### config.mk
export PLATFORM = sky130hd
export DESIGN_NAME = enemy_lanes
export DESIGN_NICKNAME = d
export VERILOG_FILES = /design/src/rtl/enemy_lanes.sv
export SDC_FILE = /design/constraint.sdc
export NUM_CORES = 1
export LEC_CHECK = 0
export ABC_AREA = 1
export ABC_CLOCK_PERIOD_IN_PS = 5300
export CAP_MARGIN = 20
export CORE_AREA = 4 4 192 194
export CTS_CLUSTER_SIZE = 25
export DETAILED_ROUTE_END_ITERATION = 8
export DIE_AREA = 0 0 196 198
export GPL_TIMING_DRIVEN = 0
export PLACE_DENSITY = 0.63
export SYNTH_ARGS = -nofsm -noshare
export SYNTH_HDL_FRONTEND = slang
export SYNTH_SLANG_ARGS = --single-unit
### constraint.sdc
create_clock -name clk -period 5.3 [get_ports clk]
set_input_delay 1.06 -clock clk [delete_from_list [all_inputs] [get_ports clk]]
set_output_delay 1.06 -clock clk [all_outputs]
set_load 0.02 [all_outputs]
### src/rtl/enemy_lanes.sv
// enemy_lanes: multi-slot falling-car controller and renderer.
//
// Each slot runs an independent PARKED/FALLING/FROZEN machine advanced on the
// logic tick. The highest-priority (lowest index) visible car drives one shared
// external sprite ROM through a two-stage pixel pipeline.
//
// Ports:
//   clk          - pixel/system clock
//   reset        - asynchronous active-low reset
//   tick         - one-cycle logic-rate strobe
//   enable       - global spawn permission
//   spawn_req    - per-slot spawn request, sampled on tick
//   lane_x       - per-slot x position, slot i at [10i+9:10i]
//   speed        - pixels advanced per tick
//   collision    - level input, freezes falling cars
//   restart      - synchronous pulse, parks every slot
//   hcount/vcount- current VGA scan coordinates
//   rom_addr     - sprite ROM address (registered)
//   rom_data     - sprite ROM colour, valid one cycle after rom_addr
//   pos_x        - lane_x passed through
//   pos_y        - registered y per slot
//   active       - slot is FALLING or FROZEN
//   passed       - one-cycle despawn pulse per slot
//   passed_count - saturating despawn count
//   data         - pixel colour
//   data_valid   - data is an opaque enemy pixel
module enemy_lanes #(
    parameter int         NUM_ENEMIES  = 3,
    parameter int         SPRITE_W     = 80,
    parameter int         SPRITE_H     = 121,
    parameter int         SCREEN_LIMIT = 600,
    parameter int         PARK_Y       = 620,
    parameter int         H_ACTIVE     = 640,
    parameter int         V_ACTIVE     = 480,
    parameter int         ADDR_W       = 14,
    parameter logic [2:0] TRANSPARENT  = 3'b000
) (
    input  logic                      clk,
    input  logic                      reset,
    input  logic                      tick,
    input  logic                      enable,
    input  logic [NUM_ENEMIES-1:0]    spawn_req,
    input  logic [10*NUM_ENEMIES-1:0] lane_x,
    input  logic [3:0]                speed,
    input  logic                      collision,
    input  logic                      restart,
    input  logic [9:0]                hcount,
    input  logic [9:0]                vcount,
    output logic [ADDR_W-1:0]         rom_addr,
    input  logic [2:0]                rom_data,
    output logic [10*NUM_ENEMIES-1:0] pos_x,
    output logic [10*NUM_ENEMIES-1:0] pos_y,
    output logic [NUM_ENEMIES-1:0]    active,
    output logic [NUM_ENEMIES-1:0]    passed,
    output logic [7:0]                passed_count,
    output logic [2:0]                data,
    output logic                      data_valid
);

    localparam logic [1:0] PARKED  = 2'd0;
    localparam logic [1:0] FALLING = 2'd1;
    localparam logic [1:0] FROZEN  = 2'd2;

    localparam logic [10:0] LIMIT11 = 11'(SCREEN_LIMIT);
    localparam logic [10:0] SW11    = 11'(SPRITE_W);
    localparam logic [10:0] SH11    = 11'(SPRITE_H);
    localparam logic [9:0]  HACT    = 10'(H_ACTIVE);
    localparam logic [9:0]  VACT    = 10'(V_ACTIVE);

    logic [NUM_ENEMIES-1:0][1:0]        state;
    logic [NUM_ENEMIES-1:0][9:0]        y_q;
    logic [NUM_ENEMIES-1:0][10:0]       sum;
    logic [NUM_ENEMIES-1:0]             despawn;
    logic [3:0]                         n_despawn;
    logic [8:0]                         cnt_sum;
    logic [NUM_ENEMIES-1:0]             slot_hit;
    logic [NUM_ENEMIES-1:0][ADDR_W-1:0] slot_addr;
    logic                               hit_any;
    logic [ADDR_W-1:0]                  addr_next;
    logic                               hit_q;
    logic                               hit_qq;

    assign pos_x = lane_x;
    assign pos_y = y_q;

    // Despawn decision shares the 11-bit sum with the move path; restart and
    // collision both pre-empt it.
    always_comb begin
        sum       = '0;
        despawn   = '0;
        n_despawn = '0;
        active    = '0;
        for (int unsigned i = 0; i < NUM_ENEMIES; i++) begin
            sum[i]     = {1'b0, y_q[i]} + {7'd0, speed};
            despawn[i] = tick && !restart && !collision &&
                         (state[i] == FALLING) && (sum[i] >= LIMIT11);
            n_despawn  = n_despawn + {3'd0, despawn[i]};
            active[i]  = (state[i] == FALLING) || (state[i] == FROZEN);
        end
        cnt_sum = {1'b0, passed_count} + {5'd0, n_despawn};
    end

    always_ff @(posedge clk or negedge reset) begin
        if (!reset) begin
            for (int unsigned i = 0; i < NUM_ENEMIES; i++) begin
                state[i] <= PARKED;
                y_q[i]   <= 10'(PARK_Y);
            end
            passed       <= '0;
            passed_count <= '0;
        end else begin
            passed       <= despawn;
            passed_count <= cnt_sum[8] ? 8'hFF : cnt_sum[7:0];
            for (int unsigned i = 0; i < NUM_ENEMIES; i++) begin
                if (restart) begin
                    state[i] <= PARKED;
                    y_q[i]   <= 10'(PARK_Y);
                end else begin
                    case (state[i])
                        PARKED: begin
                            if (tick && enable && spawn_req[i]) begin
                                state[i] <= FALLING;
                                y_q[i]   <= '0;
                            end
                        end
                        FALLING: begin
                            if (collision) begin
                                state[i] <= FROZEN;
                            end else if (despawn[i]) begin
                                state[i] <= PARKED;
                                y_q[i]   <= 10'(PARK_Y);
                            end else if (tick) begin
                                y_q[i] <= sum[i][9:0];
                            end
                        end
                        FROZEN: ;
                        default: begin
                            state[i] <= PARKED;
                            y_q[i]   <= 10'(PARK_Y);
                        end
                    endcase
                end
            end
        end
    end

    // Per-slot hit test at 11 bits so pos + size never wraps.
    always_comb begin
        slot_hit  = '0;
        slot_addr = '0;
        for (int unsigned i = 0; i < NUM_ENEMIES; i++) begin
            slot_hit[i] = active[i] && (vcount < VACT) && (hcount < HACT) &&
                          ({1'b0, vcount} >= {1'b0, y_q[i]}) &&
                          ({1'b0, vcount} <  {1'b0, y_q[i]} + SH11) &&
                          ({1'b0, hcount} >= {1'b0, lane_x[10*i +: 10]}) &&
                          ({1'b0, hcount} <  {1'b0, lane_x[10*i +: 10]} + SW11);
            slot_addr[i] = ADDR_W'(vcount - y_q[i]) * ADDR_W'(SPRITE_W) +
                           ADDR_W'(hcount - lane_x[10*i +: 10]);
        end
    end

    // Lowest index wins on overlap.
    always_comb begin
        hit_any   = 1'b0;
        addr_next = '0;
        for (int unsigned i = 0; i < NUM_ENEMIES; i++) begin
            if (slot_hit[i] && !hit_any) begin
                hit_any   = 1'b1;
                addr_next = slot_addr[i];
            end
        end
    end

    always_ff @(posedge clk or negedge reset) begin
        if (!reset) begin
            rom_addr <= '0;
            hit_q    <= 1'b0;
            hit_qq   <= 1'b0;
        end else begin
            rom_addr <= addr_next;
            hit_q    <= hit_any;
            hit_qq   <= hit_q;
        end
    end

    // The ROM registers the address itself, so stage 2 is the ROM output gated
    // by the twice-delayed hit flag rather than another register.
    assign data       = hit_qq ? rom_data : 3'b000;
    assign data_valid = hit_qq && (rom_data != TRANSPARENT);

endmodule

==> metrics.yaml <==
yosys.area_share.simple_pct: 32.8
synthArstFlopShare_pct: 100
power.leakage_uw: 0.00782
synth_edf_count: 0
clock_latency_ns: 0.36
cp_max_fo: 6
ys.flop_type: "dfrtp_1"
ctsHoldBuffers: 0
path_class: "input port to flop"
drt_wl_total_mm: 34.3
post-route-util_pct: 41.6
cp-end-kind: "flop"
synthMuxAreaShare_pct: 0
rsz0062_at_grt: "true"
synth_top_family_by_area: "simple AND/OR/NAND/NOR gates"
critical_path.max_stage_delay_ns: 0.50
tns_ns: 0
detailedRoute.firstIterationViolations: 601
period_minus_slack_ns: 5.02
area_growth_pct: 20.6
grt_pass1_vias: 11800
relSlewSlack_pct: 42.5
fin_nets: 2274
cts_root_buf: "clkbuf_16"
outcome: "finished, final reports clean"
dieWidth_um: 196
required_ns: 5.53
peakVddDrop_mv: 0.566
worst_pin_slew_ns: 0.863
arrival_ns: 5.24
antenna_found_initial: 1
grt_pass1_wl_mm: 56.9
start_util_pct: 34.5
yosys.cell_types.count: 59
cellPowerDensity_nw_per_um2: 716
dieHeight_um: 198
reg2reg_setup_slack_ns: 0.77
synth-xor-area-share_pct: 7.86
ioPinCount: 158
drive_gt1_share_pct: 8.04
hold_violations: 0
synth-adder-area-share_pct: 24.0
dr.pass1.iters: 6
gp_congestion: 0.893
synth_area_leaders: "ha_1, nand2_1, dfrtp_1"
post-route-period-util_pct: 94.6
num_vias: 12000
grt_max_degree: 64
coreArea_um2: 35200
cts_buffers: 9
synth_area_leader_cell: "ha_1"
cts_tree: "yes"
cts_max_level: 3
start_kind: "input port"
setup_viol: 0
ant_nets: 0
synth_nets: 2106
port_buffers: 157
slowest_stage: "fa_1"
clk_pin_slew_worst_paths_ns: 0.07
cts.sinks: 63
drv_cap: 0
die_area_um2: 38800
slew_viol_final: 0
wl_per_cell_um: 14.0
synth_top_area_share_pct: 21.2
power_uw: 10500
num_rows: 69
fin_skew_ns: 0.0139
ys_seq_area_share_pct: 13.1
ys_warn_count: 0
hpwlAfterDp_mm: 29.0
track_usage_pct: 17.5
hold_ws_ns: 0.353
post-route-drc-count: 0
viasPerCell: 4.91
synth-seq-cells: 63
fmax_mhz: 199
hp-class: "flop to flop"
postSynthCellCount: 1817
synth.cell_area_um2: 12100
grt_overflow: 0
clockBufferDepth: 2
worst_path_most_repeated_cell: "nand2_1"
synth_area_per_cell_um2: 6.68
postCtsSetupBuffers: 0
synth_compound_area_share_pct: 9.75
crit_chain: "clkdlybuf4s50_1 > inv_4 > ha_1 > inv_1 > fa_1 > nand3_1 > nand2_1 > xor2_1 > ha_1 > fa_1 > a31oi_1 > xor2_1 > inv_1 > ha_1 > nand2_1 > nor3_2 > nand3_1 > o2111ai_1 > xor2_1 > inv_1 > nand2_1 > nand2_1 > nand2_1 > nand3_2"
## registers in the layout (all words and copies together) (netlist names)
register / cells
pos_y: 30
state: 6
rom_addr: 14
passed: 3
hit_q: 1
hit_qq: 1
passed_count: 8
## cell usage after synthesis (17+ instances only)
master   number
nand2_1     468
inv_1       278
ha_1        206
nand3_1     153
nor2_1      107
a21oi_1      99
xor2_1       79
nand4_1      53
dfrtp_1      48
o21ai_0      43
buf_4        34
xnor2_1      30
nand2_2      24
fa_1         17
## path summary, 6_finish.rpt
path | startpoint | to | cells past startpoint
max reg2reg | pos_y[22] | rom_addr[13] | 25
min reg2reg | hit_q | hit_qq | 0
min in group asynchronous | reset | pos_y[14] | 1
max in group asynchronous | reset | passed_count[3] | 1
max | vcount[0] | rom_addr[13] | 24
min | hit_q | hit_qq | 0
## cell type report
class,instances,area (µm²)
clock inverters,5,63.8
plain buffers,52,415
multi-input cells,1411,9070
flip-flops and latches,63,1600
repair buffers,157,1570
diodes,1,2.50
fillers,3686,20600
clock buffers,11,253
inverters,291,1100
well taps,461,577
## critical path, delay by kind of cell
family | cells | cell delay [ns]
AOI/OAI and AO/OA | 2 | 0.29
xor gates and xnor gates | 3 | 0.65
adders and majority gates | 5 | 1.68
buffers and inverters | 5 | 0.75
and+or+nand+nor | 9 | 0.78
## layer usage
metal / part of all wire, % / GRT usage, % / routed length (µm)
met3: 5.1 / 2.71 / 1750
met1: 47 / 23.2 / 16200
met4: 1.5 / 3.72 / 530
met5: 0.038 / 0 / 13
met2: 46 / 30.4 / 15800
## cells by family (layout without fill, tap and decap cells)
kind of cell / after synthesis / in the layout
flops: 63 / 63
fa+ha+maj: 223 / 223
compound gates: 205 / 205
simple gates: 874 / 874
other cells: 0 / 1
buf+inv: 343 / 516
xor+xnor: 109 / 109
## power breakdown
part	switching [µW]	internal, µW	leakage, µW	total [µW]
registers	171	636	0.000812	808
clock network	276	395	0.000153	671
logic	5350	3660	0.00686	9000
total	5790	4690	0.00782	10500
## per-stage QoR
| stage | instance area [µm²] | instances | setup WS [ns] |
|---|---|---|---|
| finish | 14600 | 2452 | 0.284 |
| global route | 14600 | 2451 | -0.0465 |
| CTS | 14600 | 2451 | 0.0102 |
| detailed placement | 14300 | 2435 | -0.452 |
| global placement | 14300 | 2435 | -0.401 |
| floorplan | 12100 | 1817 | 0.661 |
## layout by cell type, fill, tap and decap left out, drive strengths merged, types with 10 or more instances in the layout
| master | count |
|---|---|
| a21o | 10 |
| a21oi | 99 |
| buf | 49 |
| clkbuf | 16 |
| clkdlybuf4s50 | 150 |
| dfrtp | 48 |
| dfstp | 15 |
| fa | 17 |
| ha | 206 |
| inv | 290 |
| nand2 | 494 |
| nand3 | 168 |
| nand3b | 15 |
| nand4 | 55 |
| nor2 | 116 |
| nor3 | 13 |
| o21ai | 51 |
| xnor2 | 30 |
| xor2 | 79 |
## repair_timing
item                       4_1_cts  5_1_grt
gates resized for setup          2       13
setup endpoints to repair        1        8
pin swaps                        0        2
No activity file was read; power rests on OpenSTA's default activity.
